## src/rtl/imem_loader.sv

```systemverilog
// Boot loader: receives a byte stream (word count, big-endian words, XOR checksum),
// writes the words into instruction memory and holds the CPU in reset until a load succeeds.
module imem_loader #(
    parameter int ADDR_W    = 8,
    parameter int MAX_WORDS = 255
) (
    input  logic              clk,
    input  logic              rst,
    input  logic              start,
    input  logic              byte_valid,
    input  logic [7:0]        byte_data,
    output logic              byte_ready,
    output logic              imem_we,
    output logic [ADDR_W-1:0] imem_addr,
    output logic [31:0]       imem_wdata,
    output logic              cpu_rst,
    output logic              busy,
    output logic              done,
    output logic              err
);
    localparam logic [2:0] S_IDLE = 3'd0;
    localparam logic [2:0] S_HDR  = 3'd1;
    localparam logic [2:0] S_DATA = 3'd2;
    localparam logic [2:0] S_CSUM = 3'd3;
    localparam logic [2:0] S_DONE = 3'd4;
    localparam logic [2:0] S_ERR  = 3'd5;

    localparam logic [31:0] MAX_U = 32'(MAX_WORDS);

    logic [2:0]        state_q, state_d;
    logic [7:0]        n_q, n_d;
    logic [7:0]        acc_q, acc_d;
    logic [1:0]        idx_q, idx_d;
    logic [ADDR_W-1:0] cnt_q, cnt_d;
    logic [23:0]       asm_q, asm_d;
    logic              we_q, we_d;
    logic [ADDR_W-1:0] addr_q, addr_d;
    logic [31:0]       wdata_q, wdata_d;
    logic              accept;
    logic              last_word;

    assign byte_ready = (state_q == S_HDR) || (state_q == S_DATA) || (state_q == S_CSUM);
    assign busy       = byte_ready;
    assign done       = (state_q == S_DONE);
    assign err        = (state_q == S_ERR);
    assign cpu_rst    = (state_q != S_DONE);
    assign imem_we    = we_q;
    assign imem_addr  = addr_q;
    assign imem_wdata = wdata_q;

    assign accept    = byte_valid && byte_ready;
    // Compared at 32 bits so the check holds for any ADDR_W against the 8-bit count.
    assign last_word = (32'(cnt_q) == (32'(n_q) - 32'd1));

    always_comb begin
        state_d = state_q;
        n_d     = n_q;
        acc_d   = acc_q;
        idx_d   = idx_q;
        cnt_d   = cnt_q;
        asm_d   = asm_q;
        we_d    = 1'b0;
        addr_d  = addr_q;
        wdata_d = wdata_q;
        case (state_q)
            S_IDLE, S_DONE, S_ERR: begin
                if (start) begin
                    state_d = S_HDR;
                    acc_d   = 8'd0;
                    cnt_d   = '0;
                    idx_d   = 2'd0;
                end
            end
            S_HDR: begin
                if (accept) begin
                    n_d     = byte_data;
                    acc_d   = acc_q ^ byte_data;
                    state_d = ((byte_data == 8'd0) || (32'(byte_data) > MAX_U)) ? S_ERR : S_DATA;
                end
            end
            S_DATA: begin
                if (accept) begin
                    asm_d = {asm_q[15:0], byte_data};
                    acc_d = acc_q ^ byte_data;
                    idx_d = idx_q + 2'd1;
                    if (idx_q == 2'd3) begin
                        we_d    = 1'b1;
                        addr_d  = cnt_q;
                        wdata_d = {asm_q, byte_data};
                        cnt_d   = cnt_q + ADDR_W'(1);
                        if (last_word) state_d = S_CSUM;
                    end
                end
            end
            S_CSUM: begin
                if (accept) state_d = (byte_data == acc_q) ? S_DONE : S_ERR;
            end
            default: state_d = S_IDLE;
        endcase
    end

    always_ff @(posedge clk or negedge rst) begin
        if (!rst) begin
            state_q <= S_IDLE;
            n_q     <= 8'd0;
            acc_q   <= 8'd0;
            idx_q   <= 2'd0;
            cnt_q   <= '0;
            asm_q   <= 24'd0;
            we_q    <= 1'b0;
            addr_q  <= '0;
            wdata_q <= 32'd0;
        end else begin
            state_q <= state_d;
            n_q     <= n_d;
            acc_q   <= acc_d;
            idx_q   <= idx_d;
            cnt_q   <= cnt_d;
            asm_q   <= asm_d;
            we_q    <= we_d;
            addr_q  <= addr_d;
            wdata_q <= wdata_d;
        end
    end
endmodule

```

## config.mk

```make
export PLATFORM = sky130hd
export DESIGN_NAME = imem_loader
export DESIGN_NICKNAME = d
export VERILOG_FILES = /design/src/rtl/imem_loader.sv
export SDC_FILE = /design/constraint.sdc
export NUM_CORES = 1
export LEC_CHECK = 0
export CAP_MARGIN = 40
export CORE_MARGIN = 2
export CORE_UTILIZATION = 55
export DETAILED_ROUTE_END_ITERATION = 8
export PLACE_DENSITY = 0.84
export SYNTH_ARGS = -nofsm -noshare
export SYNTH_HDL_FRONTEND = slang
export SYNTH_SLANG_ARGS = --single-unit
```

## constraint.sdc

```tcl
create_clock -name clk -period 2.01 [get_ports clk]
set_input_delay 0.201 -clock clk [delete_from_list [all_inputs] [get_ports clk]]
set_output_delay 0.201 -clock clk [all_outputs]
set_load 0.02 [all_outputs]
```

# After elaboration in Yosys (flattened, before gate mapping)
# Index checks and enable logic that the tools add are counted.
[word_totals]
regBits = 94
in_bits = 12
out_inout_bits = 46
wordCells = 66
[op_classes]
add_sub_neg = 3
n_eq_ne = 16
mux = 21
n_bitwise = 1
reduce_logical = 16
[op_table]
columns = ["op", "n"]
rows = [
  ["8-bit by 32-bit == test with 1-bit output", 1],
  ["8-bit 2-to-1 mux", 4],
  ["8-bit case mux with 2 select lines", 2],
  ["3-bit 2-to-1 mux", 7],
  ["3-bit case mux with 4 select lines", 1],
  ["2-bit inequality test (second input constant)", 5],
  ["3-bit AND reduction", 3],
  ["8-bit by 1-bit subtractor with 9-bit output (second input constant)", 1],
  ["8-bit by 1-bit adder with 8-bit output (second input constant)", 1],
  ["8-bit == test", 1],
  ["8-bit logical NOT", 1],
  ["8-bit bitwise XOR", 1],
  ["3-bit by 2-bit == test with 1-bit output (second input constant)", 2],
  ["3-bit == test (second input constant)", 2],
  ["6-bit AND reduction", 1],
  ["1-bit 2-to-1 mux", 4],
  ["2-bit 2-to-1 mux", 2],
  ["2-bit by 1-bit inequality test with 1-bit output (second input constant)", 2],
  ["2-bit case mux with 2 select lines", 1],
  ["2-bit AND reduction", 2],
  ["4-bit AND reduction", 1],
  ["2-bit nonzero test", 2],
  ["3-bit by 1-bit == test with 1-bit output (second input constant)", 1],
  ["3-bit logical NOT", 1],
  ["other kinds (7)", 8],
]

# Depth between registers and ports, before layout
[logic_depth]
ltp_word = 6
ltp_mapped = 9
mapped_depth_nobuf = 7

# Worst setup path after synthesis
# OpenSTA, ideal clock, no wires.
[synth_path]
path_type = "reg-to-reg"
startpoint = "register n_q[0]"
endpoint = "register state_q[0]"
arrival_time_ns = 1.547
path_slack_ns = 0.376
path_stages_with_launch = 8
n_path_buf = 0
period_less_slack_ns = 1.634
path_cell_list = "dfrtp_1 inv_1 ha_1 nor3b_2 o311a_1 o22ai_1 nand4b_1 a211oi_2"
[synth_via]
elab_chain_cells = 4
[synth_lines]
columns = ["item", "line_no", "rtl"]
rows = [
  ["from (decl)", "31", "logic [7:0] n_q, n_d;"],
  ["from (signal assigned)", "115", "n_q <= n_d;"],
  ["8-bit by 1-bit subtractor with 9-bit output", "53", "assign last_word = (32'(cnt_q) == (32'(n_q) - 32'd1));"],
  ["8-bit by 32-bit == test with 1-bit output", "53", ""],
  ["2-bit inequality test (no source line)", "-", ""],
  ["6-bit AND reduction (no source line)", "-", ""],
  ["to (signal assigned)", "114", "state_q <= state_d;"],
  ["to (decl)", "30", "logic [2:0] state_q, state_d;"],
]
# No other way between the ends.
# A chain may end at the register's enable or synchronous reset.

# Final worst setup path
# Ends and elaborated chain as after synthesis.

==> flow_metrics.py <==
metrics = {
    "synthesis": {
        "synth-seq-cells": 94,
        "synth_edf_count": 0,
        "synth-seq-area-share": 0.549,
        "ys_types": 49,
        "ys_top_cells_by_area": "dfrtp_1, mux2_2, nand2_1",
        "syn_area_mm2": 0.00428,
        "yosysWarnings": 0,
        "syn-num-nets": 406,
        "netlist_instances": 391,
        "synth_top_flop_cell": "dfrtp_1",
        "synth_top_area_cell": "dfrtp_1",
        "ys_async_sr_fraction": 1.00,
        "avgSynthCellArea_um2": 11.0,
        "synth_top_area_frac": 0.549,
    },
    "place": {
        "hpwl_mm": 6.34,
        "io_buffers": 57,
        "dpl_worst_slack_ns": 0.0904,
        "dpl_cell_area_mm2": 0.00506,
        "routabilityCongestion": 0.855,
    },
    "grt": {
        "grt_overflow": 0,
        "grt_first_pass_wirelength_mm": 15.1,
        "grt_max_degree": 48,
        "track_usage": 0.226,
        "grt_pass1_vias": 3144,
        "antenna_found_initial": 0,
    },
    "clocking": {
        "clk_latency_ns": 0.35,
        "cts_sinks": 94,
        "htree_levels": 3,
        "path_clk_slew_ns": 0.09,
        "cts_root_buf": "clkbuf_8",
        "post_cts_buffers": 0,
        "cts_tree": "built",
        "cts_buffer_depth": 2,
        "cts_inserted_buffers": 9,
    },
    "routing": {
        "viasPerCell": 5.42,
        "drtPass1Iterations": 4,
        "post_drt_wl_per_cell_um": 15.7,
        "wl_mm": 8.98,
        "antenna_left": 0,
        "drtIter0Drc": 225,
        "vias": 3092,
        "drc": 0,
    },
    "floorplan": {
        "start_util": 0.560,
        "die_x_um": 92.3,
        "ios": 58,
        "core.rowCount": 32,
        "core-area_mm2": 0.00765,
        "dieArea_mm2": 0.00851,
        "die_y_um": 92.3,
    },
    "critical_path": {
        "cp_max_fo": 5,
        "required_ns": 2.27,
        "cp-start-kind": "flip-flop",
        "path_class": "reg -> reg",
        "critPathCaptureType": "flip-flop",
        "reg2regPathDepth": 7,
        "cp.arrival_ns": 2.18,
    },
    "timing": {
        "finalCritPeriodShare": 0.953,
        "fin_tns_setup_ns": 0,
        "finalHoldViolations": 0,
        "fin_ws_ns": 0.0938,
        "fin_worst_skew_ns": 0.00974,
        "fmaxAchievable_mhz": 522,
        "max_slew_margin": 0.601,
        "worstMarginPinSlew_ns": 0.599,
        "slew_viol_final": 0,
        "setup-violations-final": 0,
        "fin_crit_ns": 1.92,
    },
    "final_layout": {
        "layout-drive-gt1-share": 0.203,
        "final_cell_area_mm2": 0.00526,
        "antennaDiodeCount": 0,
        "area_growth_pct": 22.7,
        "final_nets": 481,
    },
    "worst_hold_path": {
        "hold_class": "in -> async",
    },
    "pwr": {
        "power_mw": 7.01,
        "irDropWorstVdd_uv": 761,
        "p_leak_nw": 2.50,
        "p_per_area_mw_per_mm2": 1330,
    },
    "job": {
        "cap_violations": 0,
    },
    "run_status": {
        "status": "finished clean",
    },
}
worst paths after layout:
| kind | start | end | slack, ns |
|---|---|---|---|
| worst min-delay path | rst | imem_addr[2]$_DFFE_PN0P_ | 0.40 |
| min in group clk | asm_q[18]$_DFFE_PN0P_ | imem_wdata[26]$_DFFE_PN0P_ | 0.47 |
| max in group asynchronous | rst | imem_wdata[16]$_DFFE_PN0P_ | 1.02 |
| worst max register to register | n_q[0]$_DFFE_PN0P_ | state_q[0]$_DFFE_PN0P_ | 0.09 |
| worst min register to register | asm_q[18]$_DFFE_PN0P_ | imem_wdata[26]$_DFFE_PN0P_ | 0.47 |
| worst max-delay path | n_q[0]$_DFFE_PN0P_ | state_q[0]$_DFFE_PN0P_ | 0.09 |
stage by stage:
stage	std cells	utilization	hold slack [ns]
after floorplan	391	-	-0.0946
after global placement	556	0.662	0.242
after detailed placement	556	0.662	0.252
after CTS	571	0.685	0.411
after global routing	571	0.687	0.448
final	571	0.687	0.398
critical path, stage by stage, from the launching register on:
cell      delay, ns
dfrtp_1        0.44
inv_1          0.13
ha_2           0.24
nor3b_4        0.25
o311a_1        0.19
o22ai_1        0.10
nand4b_1       0.24
a211oi_2       0.23
flip-flops by register name, summed over array words and instances, names as in the netlist:
signal,cells
acc_q,8
asm_q,24
cnt_q,8
idx_q,2
imem_addr,8
imem_wdata,32
imem_we,1
n_q,8
state_q,3
layout by cell type, fill, tap and decap left out, types with 3 or more instances in the layout:
cell type / synthesis / layout
a211oi_2: 3 / 3
a21oi_1: 7 / 7
buf_4: 2 / 24
clkbuf_8: 0 / 10
clkdlybuf4s50_1: 0 / 53
dfrtp_1: 94 / 92
dlymetal6s2s_1: 0 / 3
inv_1: 7 / 7
mux2_2: 34 / 34
mux2_4: 10 / 10
nand2_1: 88 / 88
nand2b_1: 13 / 13
nand3_1: 5 / 5
nand4_1: 5 / 5
nor2_1: 22 / 22
nor2b_1: 3 / 3
nor4_1: 3 / 3
o21ai_0: 17 / 17
o21ai_1: 8 / 8
xnor2_1: 11 / 11
xor2_1: 9 / 9
what timing repair did:
action,4_1_cts,5_1_grt
setup endpoints to repair,0,5
endpoints found under the hold margin,44,0
resized for setup,0,7
hold buffers,1,0
cells in the mapped netlist, types with 2 or more instances:
| cell type | number |
|---|---|
| dfrtp_1 | 94 |
| nand2_1 | 88 |
| mux2_2 | 34 |
| nor2_1 | 22 |
| o21ai_0 | 17 |
| nand2b_1 | 13 |
| buf_2 | 11 |
| xnor2_1 | 11 |
| mux2_4 | 10 |
| xor2_1 | 9 |
| o21ai_1 | 8 |
| a21oi_1 | 7 |
| inv_1 | 7 |
| buf_6 | 5 |
| nand3_1 | 5 |
| nand4_1 | 5 |
| a211oi_2 | 3 |
| ha_1 | 3 |
| nor2b_1 | 3 |
| nor4_1 | 3 |
| and3_1 | 2 |
| buf_4 | 2 |
| nand3b_1 | 2 |
| or2_2 | 2 |
logic make-up (layout without fill, tap and decap cells):
group / after synthesis / in the layout / synth area share
AND/OR/NAND/NOR: 156 / 156 / 0.169
AO/OA/AOI/OAI: 45 / 45 / 0.0651
adder cells (fa/ha/maj): 3 / 3 / 0.00876
buffers and inverters: 27 / 105 / 0.0374
flip-flops: 94 / 94 / 0.549
multiplexers: 46 / 46 / 0.129
XOR/XNOR: 20 / 20 / 0.0409
power breakdown:
part	internal [mW]	switching (mW)
Sequential	2.53	0.525
Combinational	1.46	1.41
Clock	0.473	0.611
cell type report:
type / instances / area (um^2)
inverters: 8 / 30.0
well taps: 102 / 128
flip-flops and latches: 94 / 2350
fillers: 553 / 2390
multi-input cells: 270 / 1780
clock buffers: 11 / 141
repair buffers: 83 / 798
clock inverters: 3 / 22.5
per-layer routing:
metal | track usage | vias up | part of all wire
met5 | 0 | - | 0
met4 | 0.107 | 0 | 0.022
met3 | 0.0370 | 18 | 0.045
met2 | 0.371 | 86 | 0.50
met1 | 0.294 | 1521 | 0.43
li1 | - | 1467 | -
Note: power is estimated with default switching activity, not from simulation.
